`config.mk`:
```
export PLATFORM = sky130hd
export DESIGN_NAME = mem_stage
export DESIGN_NICKNAME = d
export VERILOG_FILES = /design/src/rtl/mem_stage.sv
export SDC_FILE = /design/constraint.sdc
export NUM_CORES = 1
export LEC_CHECK = 0
export CORE_ASPECT_RATIO = 1.2
export CORE_MARGIN = 1.5
export CORE_UTILIZATION = 44
export CTS_BUF_LIST = sky130_fd_sc_hd__clkbuf_4 sky130_fd_sc_hd__clkbuf_8 sky130_fd_sc_hd__clkbuf_16
export DETAILED_ROUTE_END_ITERATION = 12
export PLACE_DENSITY = 0.8
export SETUP_SLACK_MARGIN = 0.05
export SLEW_MARGIN = 5
export SYNTH_ARGS = -nofsm -noshare
export SYNTH_HDL_FRONTEND = slang
export SYNTH_SLANG_ARGS = --single-unit
export TNS_END_PERCENT = 20
```
`constraint.sdc`:
```
create_clock -name clk -period 9.6 [get_ports clk]
set_input_delay 1.92 -clock clk [delete_from_list [all_inputs] [get_ports clk]]
set_output_delay 1.92 -clock clk [all_outputs]
set_load 0.1 [all_outputs]
```
`src/rtl/mem_stage.sv`:
```
// -----------------------------------------------------------------------------
// mem_stage -- pipeline MEM stage with a request/grant/response data-memory
// port and the MEM/WB pipeline registers.
//
// Ports
//   clk, rst              : clock (rising edge) and asynchronous active-high reset
//   i_*_M                 : instruction fields presented by EX/MEM
//   o_dmem_req/we/addr/wdata : data-memory request (addr is a raw byte address)
//   i_dmem_gnt            : request accepted this cycle
//   i_dmem_rvalid/rdata   : response (loads and stores both get one)
//   o_stall_M             : hold the upstream pipeline registers this cycle
//   o_*_W                 : MEM/WB registers (bubble while stalled)
//
// A memory op is issued combinationally from IDLE so that a grant in the same
// cycle costs nothing; the instruction is latched at that edge and only the
// latched copy is used until the response retires it.
// -----------------------------------------------------------------------------
`timescale 1ns/1ps
module mem_stage #(
  parameter int DATA_WIDTH = 32,
  parameter int REG_WIDTH  = 4
) (
  input  logic                  clk,
  input  logic                  rst,
  input  logic [DATA_WIDTH-1:0] i_alu_result_M,
  input  logic [DATA_WIDTH-1:0] i_write_data_M,
  input  logic [DATA_WIDTH-1:0] i_pc_plus4_M,
  input  logic [REG_WIDTH-1:0]  i_rd_M,
  input  logic                  i_reg_write_M,
  input  logic [1:0]            i_result_src_M,
  input  logic                  i_mem_write_M,
  output logic                  o_dmem_req,
  output logic                  o_dmem_we,
  output logic [DATA_WIDTH-1:0] o_dmem_addr,
  output logic [DATA_WIDTH-1:0] o_dmem_wdata,
  input  logic                  i_dmem_gnt,
  input  logic                  i_dmem_rvalid,
  input  logic [DATA_WIDTH-1:0] i_dmem_rdata,
  output logic                  o_stall_M,
  output logic [DATA_WIDTH-1:0] o_alu_result_W,
  output logic [DATA_WIDTH-1:0] o_read_data_W,
  output logic [DATA_WIDTH-1:0] o_pc_plus4_W,
  output logic [REG_WIDTH-1:0]  o_rd_W,
  output logic                  o_reg_write_W,
  output logic [1:0]            o_result_src_W
);

  typedef enum logic [1:0] {
    IDLE = 2'd0,
    REQ  = 2'd1,
    WAIT = 2'd2
  } state_t;

  state_t state, state_next;

  // Latched copy of the instruction that owns the memory transaction
  logic [DATA_WIDTH-1:0] lat_alu, lat_wdata, lat_pc;
  logic [REG_WIDTH-1:0]  lat_rd;
  logic                  lat_reg_write, lat_we;
  logic [1:0]            lat_result_src;
  logic                  latch_en;

  // Next values for the MEM/WB registers (all-zero means bubble)
  logic [DATA_WIDTH-1:0] w_alu, w_read, w_pc;
  logic [REG_WIDTH-1:0]  w_rd;
  logic                  w_reg_write;
  logic [1:0]            w_result_src;

  logic mem_op;
  // A store wins when both store and load encodings are present; it is still
  // one memory op, issued as a write.
  assign mem_op = i_mem_write_M | (i_result_src_M == 2'b01);

  // State register
  always_ff @(posedge clk or posedge rst) begin
    if (rst) begin
      state <= IDLE;
    end else begin
      state <= state_next;
    end
  end

  // Next state, memory request, stall and MEM/WB next-value selection
  always_comb begin
    state_next   = state;
    o_dmem_req   = 1'b0;
    o_dmem_we    = 1'b0;
    o_dmem_addr  = '0;
    o_dmem_wdata = '0;
    o_stall_M    = 1'b0;
    latch_en     = 1'b0;
    w_alu        = '0;
    w_read       = '0;
    w_pc         = '0;
    w_rd         = '0;
    w_reg_write  = 1'b0;
    w_result_src = 2'b00;
    case (state)
      IDLE: begin
        if (mem_op) begin
          o_dmem_req   = 1'b1;
          o_dmem_we    = i_mem_write_M;
          o_dmem_addr  = i_alu_result_M;
          o_dmem_wdata = i_write_data_M;
          o_stall_M    = 1'b1;
          latch_en     = 1'b1;
          state_next   = i_dmem_gnt ? WAIT : REQ;
        end else begin
          w_alu        = i_alu_result_M;
          w_pc         = i_pc_plus4_M;
          w_rd         = i_rd_M;
          w_reg_write  = i_reg_write_M;
          w_result_src = i_result_src_M;
        end
      end
      REQ: begin
        o_dmem_req   = 1'b1;
        o_dmem_we    = lat_we;
        o_dmem_addr  = lat_alu;
        o_dmem_wdata = lat_wdata;
        o_stall_M    = 1'b1;
        if (i_dmem_gnt) begin
          state_next = WAIT;
        end else begin
          state_next = REQ;
        end
      end
      WAIT: begin
        if (i_dmem_rvalid) begin
          // Retire: the upstream pipeline may advance in this same cycle
          w_alu        = lat_alu;
          w_read       = lat_we ? '0 : i_dmem_rdata;
          w_pc         = lat_pc;
          w_rd         = lat_rd;
          w_reg_write  = lat_reg_write;
          w_result_src = lat_result_src;
          state_next   = IDLE;
        end else begin
          o_stall_M  = 1'b1;
          state_next = WAIT;
        end
      end
      default: begin
        state_next = IDLE;
      end
    endcase
  end

  // Instruction latch, loaded when a memory op leaves IDLE
  always_ff @(posedge clk or posedge rst) begin
    if (rst) begin
      lat_alu        <= '0;
      lat_wdata      <= '0;
      lat_pc         <= '0;
      lat_rd         <= '0;
      lat_reg_write  <= 1'b0;
      lat_we         <= 1'b0;
      lat_result_src <= 2'b00;
    end else if (latch_en) begin
      lat_alu        <= i_alu_result_M;
      lat_wdata      <= i_write_data_M;
      lat_pc         <= i_pc_plus4_M;
      lat_rd         <= i_rd_M;
      lat_reg_write  <= i_reg_write_M;
      lat_we         <= i_mem_write_M;
      lat_result_src <= i_result_src_M;
    end else begin
      lat_alu        <= lat_alu;
      lat_wdata      <= lat_wdata;
      lat_pc         <= lat_pc;
      lat_rd         <= lat_rd;
      lat_reg_write  <= lat_reg_write;
      lat_we         <= lat_we;
      lat_result_src <= lat_result_src;
    end
  end

  // MEM/WB pipeline registers
  always_ff @(posedge clk or posedge rst) begin
    if (rst) begin
      o_alu_result_W <= '0;
      o_read_data_W  <= '0;
      o_pc_plus4_W   <= '0;
      o_rd_W         <= '0;
      o_reg_write_W  <= 1'b0;
      o_result_src_W <= 2'b00;
    end else begin
      o_alu_result_W <= w_alu;
      o_read_data_W  <= w_read;
      o_pc_plus4_W   <= w_pc;
      o_rd_W         <= w_rd;
      o_reg_write_W  <= w_reg_write;
      o_result_src_W <= w_result_src;
    end
  end

endmodule

```
Word level (Yosys, flattened, before mapping)
Index checks and enable logic that the tools add are counted.
W data, S select, Z words.
{"block": "op_classes", "n_eq_ne": 4, "n_mux": 33, "bitwise_logic": 1, "n_reduce_logical": 1}
{"operator": "$mux W32", "n": 9}
{"operator": "$pmux W32 S2", "n": 4}
{"operator": "$mux W2", "n": 5}
{"operator": "$mux W4", "n": 2}
{"operator": "$pmux W4 S2", "n": 1}
{"operator": "$mux W1", "n": 6}
{"operator": "$pmux W1 S2", "n": 3}
{"operator": "$pmux W2 S3", "n": 1}
{"operator": "$eq A2 B1 Y1 const B", "n": 2}
{"operator": "$pmux W2 S2", "n": 1}
{"operator": "$pmux W1 S3", "n": 1}
{"operator": "$eq A2 B2 Y1 const B", "n": 1}
{"operator": "$logic_not A2 Y1", "n": 1}
{"operator": "$ne A2 B2 Y1 const B", "n": 1}
{"operator": "$or A1 B1 Y1", "n": 1}
{"block": "word_totals", "regBits": 209, "input_bits": 140}

Depth between registers and ports, before layout
Gate-level depths: netlist of run 1.
{"block": "logic_depth", "word_depth": 4, "mapped_depth": 6, "depth_no_buf": 4}

Worst setup path after synthesis of run 1
Ideal clock, no wire load.
{"block": "synth_timing", "path_type": "input-to-output", "start": "input port i_dmem_rvalid", "end": "output port o_stall_M", "t_arrival_ps": 4033, "t_required_ps": 7680, "setup_slack_ps": 3647, "stages": 1, "n_path_buf": 0, "path_cell_list": "o21ai_0"}
{"block": "synth_via", "elab_chain_cells": 2}
{"element": "from (decl)", "line_no": "37", "rtl": "input logic i_dmem_rvalid,"}
{"element": "$mux W1", "line_no": "129", "rtl": "if (i_dmem_rvalid) begin"}
{"element": "$pmux W1 S3", "line_no": "98", "rtl": "case (state)"}
{"element": "to (decl)", "line_no": "39", "rtl": "output logic o_stall_M,"}
Every way passes these cells.

Worst setup path after layout of run 1
{"block": "layout_timing", "start": "input port i_mem_write_M", "end": "output port o_dmem_addr[0]"}
{"block": "layout_via", "elab_chain_cells": 3}
{"element": "from (decl)", "line_no": "31", "rtl": "input logic i_mem_write_M,"}
{"element": "$or A1 B1 Y1", "line_no": "72", "rtl": "assign mem_op = i_mem_write_M | (i_result_src_M == 2'b01);"}
{"element": "$mux W32", "line_no": "100", "rtl": "if (mem_op) begin"}
{"element": "$pmux W32 S2", "line_no": "98"}
{"element": "to (decl)", "line_no": "34", "rtl": "output logic [DATA_WIDTH-1:0] o_dmem_addr,"}
Every way passes these cells.

==> impl_metrics.tcl, run 1 <==
set metrics [dict create \
    outcome "complete, no violations" \
    hold-path-cell-count 1 \
    finalSetupTns_ps 0 \
    clk_pin_slew_ps 60 \
    yosys.cell_types.count 27 \
    drt-pass1-iter-count 4 \
    share_of_cells_above_drive_strength_1_pct 9.19 \
    cts-resized-gates 0 \
    setup.worst_path.class "input port to output port" \
    core_area_um2 18200 \
    rsz0062_at_grt "no" \
    flow.area_growth_from_synthesis_pct 48.7 \
    hold_class "register to register" \
    layout.cells.most_common "sky130_fd_sc_hd__clkdlybuf4s50_1" \
    timing.rr.end "lat_pc[28]" \
    global_route.overflow_total 0 \
    postLayoutSetupSlackWorst_ps 2310 \
    tritoncts "built" \
    htreeDepth 1 \
    num_rows 54 \
    insertion_delay_ps 490 \
    final_cell_count_no_fill 1084 \
    synth-seq-area-share_pct 63.8 \
    gp_congestion 0.804 \
    timing_max_transition_violations_final 0 \
    first_global_vias 6246 \
    ctsRootBufferMaster "sky130_fd_sc_hd__clkbuf_16" \
    finalCritPeriodShare_pct 76.0 \
    critical-path-top-cell-by-count "sky130_fd_sc_hd__clkdlybuf4s50_1" \
    wl_mm 20.7 \
    clock_skew_ps 21.5 \
    timing.critical_path.to_type "output port" \
    crit_path_start_kind "input port" \
    num-nets-final 984 \
    io_pins 310 \
    post_cts_hold_buffers 0 \
    reg2reg_from "state[1]" \
    cp.required_ps 7680 \
    tightestPinTransition_ps 1070 \
    syn-cell-area_um2 8190 \
    grt_pass1_wl_mm 33.0 \
    num_vias 5769 \
    tritoncts.num_buffers 22 \
    max_freq_mhz 137 \
    portBuffers 309 \
    top_routing_layer_in_use "met4" \
    antenna_cells 0 \
    max_cap_violations 0 \
    timing.critical_path.cells "clkdlybuf4s50_1 > inv_1 > a21oi_4 > buf_4 > a22o_1 > clkdlybuf4s50_1" \
    cpLargestDelayFamily "buffers and inverters" \
    place.detailed.instances 1044 \
    holdPathEnd "o_rd_W[3]" \
    numClockSinks 209 \
    vdd_drop_max_mv 0.188 \
    detail-route-antenna-nets 0 \
    route.detailed.drc 0 \
    die_w_um 128 \
    timing.hold.worst.start "lat_rd[3]" \
    worst-r2r-setup-slack_ps 6860 \
    max-clock-path-buffers 3 \
    layout.filler_cells 1264 \
    worst_setup_slack_post_dpl_ps 2300 \
    wl_met1_mm 7.99 \
    wl_met3_mm 1.46 \
    power_per_cell_area_nw_per_um2 279 \
    floorplan.initialDensity_pct 44.9 \
    wire_per_inst_um 19.1 \
    initialDrtViolationCount 288 \
    grt_antenna_before_repair 0 \
    place.detailed.hpwl_mm 14.0 \
    die-height_um 152 \
    p_total_uw 3400 \
    most-common-layout-cells "sky130_fd_sc_hd__clkdlybuf4s50_1, sky130_fd_sc_hd__dfrtp_1, sky130_fd_sc_hd__a22o_1, sky130_fd_sc_hd__mux2_1, sky130_fd_sc_hd__and2_1" \
    period_minus_slack_ps 7290 \
    arrival_time_at_the_worst_endpoint_ps 5370 \
    groute.usage.overall_pct 21.2 \
    hold_violations 0 \
    static-leakage-power_uw 0.00527 \
    dr_wl_met2_mm 10.6 \
    critical-path-max-stage-delay_ps 1140 \
    synthCells 549 \
    r2r_cells 4 \
    critical_path.n_buffers_inverters 4 \
    yosysWarnings 0 \
    cts.repair_timing.setup_buffer_count 0 \
    floorplan.die_area_um2 19400 \
    holdWs_ps 469 \
    slew_headroom_pct 28.4 \
    pin_count_of_the_biggest_net_entering_global_routing 126 \
    synth.avg_cell_area_um2 14.9 \
    critical-path-slowest-cell "sky130_fd_sc_hd__clkdlybuf4s50_1" \
    maximum_fanout_encountered_on_the_critical_timing_path 35 \
    synth-seq-cells 209 \
    route.detailed.vias_per_inst 5.32 \
    synthesis.nets 689 \
    timing.final.setup_violations 0 \
]
layer usage:
metal	global-route usage (%)	vias to the layer above
met2	37.9	222
met3	5.34	41
met5	0	-
met4	6.71	0
li1	-	2611
met1	24.6	2895
worst reg2reg max path, stage by stage, from the launching register on:
cell and delay, ps:
sky130_fd_sc_hd__dfrtp_1 480, sky130_fd_sc_hd__or2_1 340, sky130_fd_sc_hd__a21oi_4 790, sky130_fd_sc_hd__buf_4 580
sky130_fd_sc_hd__mux2_1 410
power by group:
part | total, µW | internal (µW) | switching [µW] | leakage (µW)
logic | 1360 | 386 | 975 | 0.00225
registers | 1160 | 1060 | 98.6 | 0.00263
clock network | 880 | 553 | 327 | 0.000394
total | 3400 | 2000 | 1400 | 0.00527
kinds of logic after synthesis:
logic type	synth area share, %
multiplexers	14.0
AND/OR/NAND/NOR	3.42
AO/OA/AOI/OAI	15.2
buffers and inverters	3.51
flip-flops	63.8
synthesized netlist by cell type:
master	number	area, µm²
sky130_fd_sc_hd__or2_1	1	6.26
sky130_fd_sc_hd__nor3_2	1	10.0
sky130_fd_sc_hd__and2_1	32	200
sky130_fd_sc_hd__a22o_1	135	1180
sky130_fd_sc_hd__mux2_1	75	845
sky130_fd_sc_hd__mux2_2	26	293
sky130_fd_sc_hd__buf_1	1	3.75
sky130_fd_sc_hd__and3b_1	1	8.76
sky130_fd_sc_hd__nor2b_1	2	12.5
sky130_fd_sc_hd__clkbuf_1	17	63.8
sky130_fd_sc_hd__a21o_1	1	7.51
sky130_fd_sc_hd__o2bb2ai_1	1	8.76
sky130_fd_sc_hd__buf_6	9	101
sky130_fd_sc_hd__o32a_1	1	10.0
sky130_fd_sc_hd__nor2_1	6	22.5
sky130_fd_sc_hd__dfrtp_1	209	5230
sky130_fd_sc_hd__a21oi_2	1	8.76
sky130_fd_sc_hd__buf_2	13	65.1
sky130_fd_sc_hd__a32o_1	1	10.0
sky130_fd_sc_hd__inv_1	3	11.3
sky130_fd_sc_hd__clkbuf_2	1	5.00
sky130_fd_sc_hd__buf_4	5	37.5
sky130_fd_sc_hd__a32oi_1	1	8.76
sky130_fd_sc_hd__nand2b_1	2	12.5
sky130_fd_sc_hd__o21ai_0	2	10.0
sky130_fd_sc_hd__and2b_1	1	7.51
sky130_fd_sc_hd__mux2i_1	1	10.0
worst max-delay path by stage:
stage                  startpoint          endpoint  cells past startpoint  slack, ps
floorplan                     rst        lat_alu[0]                      1       1970
global placement    i_mem_write_M    o_dmem_addr[0]                      6       2420
detailed placement  i_mem_write_M    o_dmem_addr[0]                      6       2300
CTS                 i_mem_write_M    o_dmem_addr[0]                      6       2290
global route        i_mem_write_M  o_dmem_wdata[25]                      6       2100
finish              i_mem_write_M    o_dmem_addr[0]                      6       2310
flip-flops by register name, indices dropped and copies added (netlist names):
name            count
lat_alu            32
lat_pc             32
lat_wdata          32
o_alu_result_W     32
o_pc_plus4_W       32
o_read_data_W      32
lat_rd              4
o_rd_W              4
lat_result_src      2
o_result_src_W      2
state               2
lat_reg_write       1
lat_we              1
o_reg_write_W       1
cell type report:
class	count	area (µm²)	area share (%)
clock inverter	4	47.5	0.390
timing repair buffer	317	3170	26.0
tap	224	280	2.30
multi-input combinational	291	2700	22.1
sequential	209	5230	42.9
inverter	3	18.8	0.154
clock buffer	36	742	6.09
per-stage QoR:
stage	instance area (µm²)	util, %
detailed placement	11400	62.4
global placement	11400	62.4
global route	12200	66.8
CTS	12200	66.8
floorplan	8190	-
finish	12200	66.8
(Power assumes the default switching activity.)
==> run 2, diff against run 1 <==
clock period = 7.3 ns   (was 9.6 ns; I/O delays follow)
==> run 2 against run 1 <==
Via count is 0.23% higher. Clock skew is 5.9 ps lower. Critical path depth stayed put. Die area stayed put. Register-to-register slack worse by 2200 ps. Sequential share of layout area is 0.25 points higher. Flip-flop and latch count stayed put. Global-route usage is 0.15 points lower.
==> impl_metrics.tcl, run 2 (synthesis results as in run 1) <==
set metrics [dict create \
    ctsRootBufferMaster "sky130_fd_sc_hd__clkbuf_16" \
    clk_pin_slew_ps 60 \
    finalCritPeriodShare_pct 80.4 \
    p_total_uw 4420 \
    post_cts_hold_buffers 0 \
    tritoncts.num_buffers 21 \
    share_of_cells_above_drive_strength_1_pct 8.87 \
    cts-resized-gates 0 \
    floorplan.initialDensity_pct 44.9 \
    die-height_um 152 \
    flow.area_growth_from_synthesis_pct 47.8 \
    tightestPinTransition_ps 1130 \
    static-leakage-power_uw 0.00524 \
    clock_skew_ps 15.6 \
    wl_mm 20.7 \
    post-route-util_pct 66.4 \
    max_cap_violations 0 \
    outcome "complete, no violations" \
    initialDrtViolationCount 291 \
    global_route.overflow_total 0 \
    insertion_delay_ps 490 \
    hold_violations 0 \
    wire_per_inst_um 19.1 \
    gp_congestion 0.781 \
    num-nets-final 983 \
    drt-pass1-iter-count 4 \
    cts.repair_timing.setup_buffer_count 0 \
    place.detailed.hpwl_mm 14.3 \
    most-common-layout-cells "sky130_fd_sc_hd__clkdlybuf4s50_1, sky130_fd_sc_hd__dfrtp_1, sky130_fd_sc_hd__a22o_1, sky130_fd_sc_hd__mux2_1, sky130_fd_sc_hd__and2_1" \
    num_vias 5782 \
    finalSetupTns_ps 0 \
    first_global_vias 6160 \
    antenna_cells 0 \
    route.detailed.drc 0 \
    max_freq_mhz 170 \
    htreeDepth 1 \
    timing.final.setup_violations 0 \
    power_per_cell_area_nw_per_um2 365 \
    numClockSinks 209 \
    grt_pass1_wl_mm 32.6 \
    io_pins 310 \
    period_minus_slack_ps 5870 \
    grt_antenna_before_repair 0 \
    timing_max_transition_violations_final 0 \
    setup.worst_path.class "input port to output port" \
    layout.cells.most_common "sky130_fd_sc_hd__clkdlybuf4s50_1" \
    rsz0062_at_grt "no" \
    groute.usage.overall_pct 21.0 \
    slew_headroom_pct 24.5 \
    place.detailed.instances 1044 \
    final_cell_count_no_fill 1081 \
    pin_count_of_the_biggest_net_entering_global_routing 146 \
    num_rows 54 \
    core_area_um2 18200 \
    detail-route-antenna-nets 0 \
    crit_path_start_kind "input port" \
    tritoncts "built" \
    total_non_filler_cell_area_in_the_finished_layout_um2 12100 \
    vdd_drop_max_mv 0.251 \
    die_w_um 128 \
    floorplan.die_area_um2 19400 \
    cp.required_ps 5840 \
    hold_class "register to register" \
    arrival_time_at_the_worst_endpoint_ps 4410 \
    route.detailed.vias_per_inst 5.35 \
    max-clock-path-buffers 3 \
    portBuffers 309 \
    placed_area_um2 11400 \
    timing.critical_path.to_type "output port" \
    maximum_fanout_encountered_on_the_critical_timing_path 72 \
]
-- run 2: where the power goes --
part / internal [µW] / switching (µW) / total (µW)
clock network: 671 / 428 / 1100
registers: 1400 / 129 / 1530
logic: 508 / 1280 / 1790
total: 2580 / 1840 / 4420
-- run 2: area by class of cell --
class	instances	area, µm²
fill	1297	6130
inverter	3	18.8
clock inverter	7	88.8
clock buffer	30	631
tap	224	280
multi-input combinational	291	2700
timing repair buffer	317	3170
sequential	209	5230
-- run 2: path summary, 6_finish.rpt --
kind | from | to | slack, ps | depth (start not counted)
worst min register to register | lat_pc[21] | o_pc_plus4_W[21] | 490 | 1
worst max register to register | state[1] | o_rd_W[0] | 4660 | 4
min in group asynchronous | rst | lat_pc[10] | 1600 | 2
worst max-delay path | i_mem_write_M | o_dmem_addr[11] | 1430 | 6
max in group asynchronous | rst | o_alu_result_W[8] | 4280 | 3
worst min-delay path | lat_pc[21] | o_pc_plus4_W[21] | 490 | 1
-- run 2: metal layers --
metal | share of wire, % | wire length [µm] | vias up | track usage (%)
met5 | 0 | 0 | - | 0
met4 | 4.2 | 868 | 0 | 9.31
met3 | 7.3 | 1510 | 53 | 5.06
met2 | 50 | 10400 | 253 | 36.0
met1 | 38 | 7920 | 2869 | 25.0
li1 | - | - | 2607 | -
-- run 2: metrics by stage --
stage               hold slack (ps)  worst slack (ps)
finish                          485              1430
global route                    502              1290
CTS                             487              1420
detailed placement              475              1420
global placement                465              1490
floorplan                       459               131
-- run 2: worst max-delay path: stages --
cell                              delay [ps]
sky130_fd_sc_hd__clkdlybuf4s50_1         650
sky130_fd_sc_hd__inv_1                   150
sky130_fd_sc_hd__a21oi_4                 370
sky130_fd_sc_hd__buf_12                  340
sky130_fd_sc_hd__a22o_1                  240
sky130_fd_sc_hd__clkdlybuf4s50_1        1150
